File: src/rtl/keypad_pkg.sv
// Shared definitions for the 4x4 keypad scanner.
//   scan_state_t  : scanner FSM states (SCAN, CONFIRM, HELD)
//   keymap()      : (row, col) -> 4-bit hex key code
//   col_decode()  : column index -> one-hot-low column strobe
//   single_zero() : true when a row pattern has exactly one low bit
//   zero_pos()    : index of the low bit in a single-zero pattern
package keypad_pkg;

    typedef enum logic [1:0] {
        SCAN    = 2'd0,
        CONFIRM = 2'd1,
        HELD    = 2'd2
    } scan_state_t;

    // Physical layout:
    //   r0: 1 2 3 A
    //   r1: 4 5 6 B
    //   r2: 7 8 9 C
    //   r3: * 0 # D   (* = E, # = F)
    function automatic logic [3:0] keymap(input logic [1:0] r, input logic [1:0] c);
        logic [3:0] code;
        case ({r, c})
            4'b00_00: code = 4'h1;
            4'b00_01: code = 4'h2;
            4'b00_10: code = 4'h3;
            4'b00_11: code = 4'hA;
            4'b01_00: code = 4'h4;
            4'b01_01: code = 4'h5;
            4'b01_10: code = 4'h6;
            4'b01_11: code = 4'hB;
            4'b10_00: code = 4'h7;
            4'b10_01: code = 4'h8;
            4'b10_10: code = 4'h9;
            4'b10_11: code = 4'hC;
            4'b11_00: code = 4'hE;
            4'b11_01: code = 4'h0;
            4'b11_10: code = 4'hF;
            default:  code = 4'hD;
        endcase
        return code;
    endfunction

    function automatic logic [3:0] col_decode(input logic [1:0] c);
        return ~(4'b0001 << c);
    endfunction

    // Exactly one zero: the inverted pattern is non-zero and a power of two.
    function automatic logic single_zero(input logic [3:0] rs);
        logic [3:0] z;
        z = ~rs;
        return (z != 4'd0) && ((z & (z - 4'd1)) == 4'd0);
    endfunction

    function automatic logic [1:0] zero_pos(input logic [3:0] rs);
        logic [1:0] p;
        casez (rs)
            4'b???0: p = 2'd0;
            4'b??01: p = 2'd1;
            4'b?011: p = 2'd2;
            default: p = 2'd3;
        endcase
        return p;
    endfunction

endpackage

File: src/rtl/keypad_row_sync.sv
// Two-flop synchronizer for the asynchronous keypad rows.
//   clk   : system clock
//   reset : synchronous active-high reset, both flops go to 4'b1111 (no key)
//   row   : raw active-low rows
//   rs    : synchronized rows (second flop)
module keypad_row_sync (
    input  logic       clk,
    input  logic       reset,
    input  logic [3:0] row,
    output logic [3:0] rs
);

    logic [3:0] meta;

    always_ff @(posedge clk) begin
        if (reset) begin
            meta <= 4'b1111;
            rs   <= 4'b1111;
        end else begin
            meta <= row;
            rs   <= meta;
        end
    end

endmodule

File: src/rtl/keypad_scan_4x4.sv
// 4x4 matrix keypad scanner with debounce.
// Drives one column low at a time for SCAN_DIV cycles and samples the
// synchronized rows on the last dwell cycle. A single-zero pattern locks the
// column, must repeat for DEBOUNCE_CNT samples to confirm, and must then read
// all-high for DEBOUNCE_CNT consecutive samples to release.
//   clk       : system clock
//   reset     : synchronous active-high reset
//   row       : keypad rows, active-low, asynchronous
//   col       : column strobes, active-low one-hot
//   key_code  : hex code of the last confirmed key
//   key_valid : one-cycle pulse on a confirmed press
//   key_held  : high while the confirmed key stays pressed
module keypad_scan_4x4
    import keypad_pkg::*;
#(
    parameter int SCAN_DIV     = 50000,
    parameter int DEBOUNCE_CNT = 4
) (
    input  logic       clk,
    input  logic       reset,
    input  logic [3:0] row,
    output logic [3:0] col,
    output logic [3:0] key_code,
    output logic       key_valid,
    output logic       key_held
);

    localparam int DW = $clog2(SCAN_DIV);
    localparam int MW = $clog2(DEBOUNCE_CNT + 1);

    logic [3:0]    rs;
    scan_state_t   state, state_n;
    logic [DW-1:0] dwell, dwell_n;
    // While locked (CONFIRM/HELD) col_idx is the candidate column.
    logic [1:0]    col_idx, col_idx_n;
    logic [1:0]    cand_row, cand_row_n;
    logic [3:0]    pat, pat_n;
    logic [MW-1:0] match, match_n;
    logic [MW-1:0] rel, rel_n;
    logic [3:0]    key_code_n;
    logic          key_valid_n, key_held_n;
    logic          sample;

    keypad_row_sync u_sync (
        .clk   (clk),
        .reset (reset),
        .row   (row),
        .rs    (rs)
    );

    assign sample = (dwell == DW'(SCAN_DIV - 1));
    assign col    = col_decode(col_idx);

    always_ff @(posedge clk) begin
        if (reset) begin
            state     <= SCAN;
            dwell     <= '0;
            col_idx   <= 2'd0;
            cand_row  <= 2'd0;
            pat       <= 4'b1111;
            match     <= '0;
            rel       <= '0;
            key_code  <= 4'h0;
            key_valid <= 1'b0;
            key_held  <= 1'b0;
        end else begin
            state     <= state_n;
            dwell     <= dwell_n;
            col_idx   <= col_idx_n;
            cand_row  <= cand_row_n;
            pat       <= pat_n;
            match     <= match_n;
            rel       <= rel_n;
            key_code  <= key_code_n;
            key_valid <= key_valid_n;
            key_held  <= key_held_n;
        end
    end

    always_comb begin
        state_n     = state;
        dwell_n     = sample ? '0 : dwell + DW'(1);
        col_idx_n   = col_idx;
        cand_row_n  = cand_row;
        pat_n       = pat;
        match_n     = match;
        rel_n       = rel;
        key_code_n  = key_code;
        key_valid_n = 1'b0;
        key_held_n  = key_held;

        if (sample) begin
            unique case (state)
                SCAN: begin
                    if (single_zero(rs)) begin
                        cand_row_n = zero_pos(rs);
                        pat_n      = rs;
                        match_n    = MW'(1);
                        state_n    = CONFIRM;
                    end else begin
                        col_idx_n = col_idx + 2'd1;
                    end
                end
                CONFIRM: begin
                    if (rs == pat) begin
                        if (match == MW'(DEBOUNCE_CNT - 1)) begin
                            state_n     = HELD;
                            match_n     = '0;
                            rel_n       = '0;
                            key_code_n  = keymap(cand_row, col_idx);
                            key_valid_n = 1'b1;
                            key_held_n  = 1'b1;
                        end else begin
                            match_n = match + MW'(1);
                        end
                    end else begin
                        match_n   = '0;
                        state_n   = SCAN;
                        col_idx_n = col_idx + 2'd1;
                    end
                end
                HELD: begin
                    // Only an unbroken run of all-high samples releases.
                    if (rs == 4'b1111) begin
                        if (rel == MW'(DEBOUNCE_CNT - 1)) begin
                            rel_n      = '0;
                            key_held_n = 1'b0;
                            state_n    = SCAN;
                            col_idx_n  = col_idx + 2'd1;
                        end else begin
                            rel_n = rel + MW'(1);
                        end
                    end else begin
                        rel_n = '0;
                    end
                end
                default: state_n = SCAN;
            endcase
        end
    end

endmodule
File: config.mk
export PLATFORM = sky130hd
export DESIGN_NAME = keypad_scan_4x4
export DESIGN_NICKNAME = d
export VERILOG_FILES = /design/src/rtl/keypad_pkg.sv /design/src/rtl/keypad_row_sync.sv /design/src/rtl/keypad_scan_4x4.sv
export SDC_FILE = /design/constraint.sdc
export NUM_CORES = 1
export LEC_CHECK = 0
export CAP_MARGIN = 20
export CORE_ASPECT_RATIO = 1.2
export CORE_MARGIN = 1
export CORE_UTILIZATION = 38
export CTS_CLUSTER_SIZE = 16
export DETAILED_ROUTE_END_ITERATION = 10
export HOLD_SLACK_MARGIN = 0.12
export PLACE_DENSITY = 0.63
export SETUP_SLACK_MARGIN = 0.3
export SYNTH_ARGS = -nofsm -noshare
export SYNTH_HDL_FRONTEND = slang
export SYNTH_SLANG_ARGS = --single-unit
File: constraint.sdc
create_clock -name clk -period 3 [get_ports clk]
set_input_delay 0.45 -clock clk [delete_from_list [all_inputs] [get_ports clk]]
set_output_delay 0.45 -clock clk [all_outputs]
set_load 0.05 [all_outputs]
==> results <==
- The number of clock sinks is 46.
- The buffer levels on the longest clock path is 2.
- The largest net degree at the start of global routing is 31.
- Setup repair after global routing left no endpoint under its margin.
- In this run, distinct cell masters in the synthesized netlist total 46.
- The total area inside the core boundary comes to around 5700 sq um.
- The most used flip-flop cell after synthesis is dfxtp_1.
- The number of nets in the synthesized netlist is 257.
- In this design, the stage delay of the slowest critical-path cell is around 0.79 ns.
- The placed instances occupy a cell area of 2455 sq um.
- The startpoint identified for the worst register-to-register timing path is dwell[0]$_SDFF_PP0_.
- The nature of the critical path endpoint is an output port.
- The run finished with clean final reports.
- The pre-CTS setup slack is 0.9023 ns.
- The summed area of non-filler cells in the final layout is 2545 sq um.
- The pin slew with the least headroom to its limit is around 0.62 ns.
- By area the synthesized netlist is led by dfxtp_1 41%, ha_1 5.0%, nor2_1 4.4%.
- The largest area contributor in the synthesized netlist is dfxtp_1.
- The proportion of layout cells with a drive suffix above 1 is 0.1094.
- The die is about 86 microns tall.
- After detailed routing, the number of vias per cell comes to between 5 and 6.
- The H-tree was split into 2 levels.
- The die covers between 6000 and 7000 sq um.
- The number of cells on the worst reg-to-reg path is 6.
- In this run the worst hold path is classified as flop to flop.
- The total stage count of the critical path is 4.
- The capturing element of the worst setup path is col[0].
- From synthesis to final layout, the design area changed by 13.69%.
- Yosys mapped a number of flops with a built-in enable equal to 0.
- The cell at the slowest stage of the critical path is clkdlybuf4s50_1.
- Each instance of the synthesized netlist takes up on average 9.250 sq um.
- Clock skew on the completed layout was measured at 0.005310 ns.
- Counting flops and latches in the post-synthesis netlist gives between 40 and 50.
- The gate family responsible for the most delay along the worst path is buffers and inverters.
- Summing every instance area after synthesis gives between 2000 and 2500 sq um.
- In the final routed layout, each cell accounts on average for 11.96 microns.
- The number of nets at the end of the flow is between 200 and 300.
- The number of top-level pins is 16.
- The total overflow left after global routing is 0.
- The root buffer cell is clkbuf_8.
- The cell repeated most along the worst path is inv_1.
- The library cells used most frequently in the layout, excluding fill and tap cells, are 46 x dfxtp_1, 26 x nor2_1, 15 x clkdlybuf4s50_1.
- For the worst setup path, the data required time is 2.55 ns.
- The HPWL after detailed placement is 2.807 mm.
- The worst pin sits at a relative slew slack of 0.5868.
- The antenna cell count is 0.
- The placer congestion estimate is approximately 0.74.
- For this design the ratio of total power to cell area is about 410 nW/um^2.
- After detailed routing, the number of remaining DRC violations is 0.
- The total negative slack for setup checks is 0 ns.
- The post-CTS resize count is 0.
- The first detailed-routing pass ran for 6 iterations.
- The width of the die is roughly 70 microns.
- The clock reaches the later pin of the worst-skew pair after 0.30 ns.
- The CTS tree is yes.
- The source of the critical timing path is col_idx[0]$_SDFFE_PP0P_.
- The starting utilization of the core area is 0.3949.
- The achievable frequency is approximately 410 MHz.
- The number of clock buffers added by TritonCTS is 5.
- The worst setup path is launched from a flop.
- After filler insertion, the fill cell instance count of the layout stands at ~570.
- Of the synthesized area, sequential elements account for 0.4114.
- The sum of buffers and inverters on the critical path is 3.
- The final max-slew violation count came to 0.
- The initialized floorplan defines 30 standard-cell rows.
- The number of max-cap violations is 0.
- The number of warnings printed during yosys synthesis is 0.
- The share of flip-flops with an asynchronous set or reset after synthesis is 0.
- The via count is roughly 1,700.
- The worst register-to-register path ends at key_code[0]$_SDFFE_PP0P_.
- Along the worst path, the maximum fanout reaches 9.
- The minimum clock period is between 2 and 2.5 ns.
- The remaining number of nets flagged by the antenna check after routing is 0.
- Leaving out fill and tap cells, the most frequent cell in the layout is dfxtp_1.
- The setup slack of the most critical reg-to-reg path is 0.99 ns.
- The number of DRC violations after detailed-routing iteration 0 is between 100 and 150.
- The via count of the first global-routing pass is approximately 1,600.
- The top cell type's share of synthesized area is 0.4114.
- The total global-route track usage is 0.1484.
- The post-cts hold buffer count is 0.
- Setup violations remaining at the end of the flow were counted as 0.
- Clock-pin slew was measured on the worst setup and hold paths at 0.09 ns.
- The count of endpoints failing hold in the final timing report is 0.
- The critical setup path kind is flop to output port.
- The endpoint arrival time on the critical path is between 1.5 and 2 ns.
- The final routed wirelength across all metal layers is around 4.0 mm.
- The post-route core utilization is 0.4490.
- The maximum resistive drop on vdd is roughly 0.00028 V.
- Across all setup checks in the final design, the least slack found is 0.5737 ns.
- The number of antenna violations at the first check in global routing is 0.
- In the finished design, the share of the clock period the worst path needs comes to 0.8088.
- In this run the tool buffered the top-level ports with 15 buffer cells.
- In the synthesized netlist, the number of instances is between 200 and 250.
- The critical path goes through inv_1 -> ha_1 -> inv_1 -> clkdlybuf4s50_1.
- The number of buffers inserted to repair setup after CTS is 0.
- The global-route wire length before repair is 7.189 mm.
- For this design the static power due to leakage is between 0.9 and 1 nW.
per-layer routing:
layer	vias to the layer above	routed length [microns]	GRT usage
li1	877	-	-
met1	790	1870	0.1727
met3	6	91	0.03173
met4	0	71	0.06595
met2	21	1987	0.2583
met5	-	0	0
cells by family after synthesis:
| kind of cell | share of synthesized area |
|---|---|
| flops | 0.4114 |
| simple gates | 0.2890 |
| buf+inv | 0.03522 |
| mux | 0.02795 |
| xor+xnor | 0.07043 |
| fa+ha+maj | 0.05031 |
| compound gates | 0.1157 |
area by class of cell:
type / count / area, sq um / area share
timing repair buffer: 16 / 157.7 / 0.06195
multi-input combinational: 176 / 1239 / 0.4867
inverter: 10 / 37.54 / 0.01475
tap: 80 / 100.1 / 0.03933
clock inverter: 3 / 21.27 / 0.008358
sequential: 46 / 920.9 / 0.3618
clock buffer: 5 / 68.82 / 0.02704
power breakdown:
part	total (mW)	switching, mW	internal (mW)
registers	0.626	0.00810	0.618
clock network	0.377	0.214	0.164
logic	0.0461	0.0260	0.0201
sequential cells by signal, indices dropped and copies added, names as in the netlist:
| register | cells |
|---|---|
| cand_row | 2 |
| col_idx | 2 |
| dwell | 16 |
| key_code | 4 |
| key_held | 1 |
| key_valid | 1 |
| match | 3 |
| pat | 4 |
| rel | 3 |
| state | 2 |
| u_sync.meta | 4 |
| u_sync.rs | 4 |
worst min-delay path by stage:
| stage | from | cells after the start | to |
|---|---|---|---|
| after global routing | u_sync.meta[3]$_SDFF_PP1_ | 1 | u_sync.rs[3]$_SDFF_PP1_ |
| after detailed placement | u_sync.meta[2]$_SDFF_PP1_ | 1 | u_sync.rs[2]$_SDFF_PP1_ |
| after global placement | u_sync.meta[1]$_SDFF_PP1_ | 1 | u_sync.rs[1]$_SDFF_PP1_ |
| after CTS | u_sync.meta[2]$_SDFF_PP1_ | 1 | u_sync.rs[2]$_SDFF_PP1_ |
| final | u_sync.meta[1]$_SDFF_PP1_ | 1 | u_sync.rs[1]$_SDFF_PP1_ |
| after floorplan | u_sync.meta[0]$_SDFF_PP1_ | 1 | u_sync.rs[0]$_SDFF_PP1_ |
Yosys cell counts, types with 3 or more instances:
cell,count
a211o_1,4
a211oi_1,5
a21oi_1,14
and3_1,7
and4bb_2,3
buf_2,3
clkbuf_1,7
dfxtp_1,46
ha_1,9
inv_1,10
mux2i_1,4
nand2_1,11
nand2b_1,7
nand3_1,6
nand4_1,8
nor2_1,26
nor2b_1,4
nor3_1,6
o21ai_0,4
o31ai_1,3
or2_2,8
xnor2_1,11
xor2_1,7
metrics by stage:
step | std cells | hold slack (ns) | total power, mW
2_1_floorplan | 242 | 0.3895 | 0.6722
3_3_place_gp | 328 | 0.3911 | 0.6867
3_5_place_dp | 328 | 0.3940 | 0.6875
4_1_cts | 336 | 0.4153 | 1.069
5_1_grt | 336 | 0.4348 | 1.108
6_report | 336 | 0.4126 | 1.050
Power figures use the tool's default switching activity.
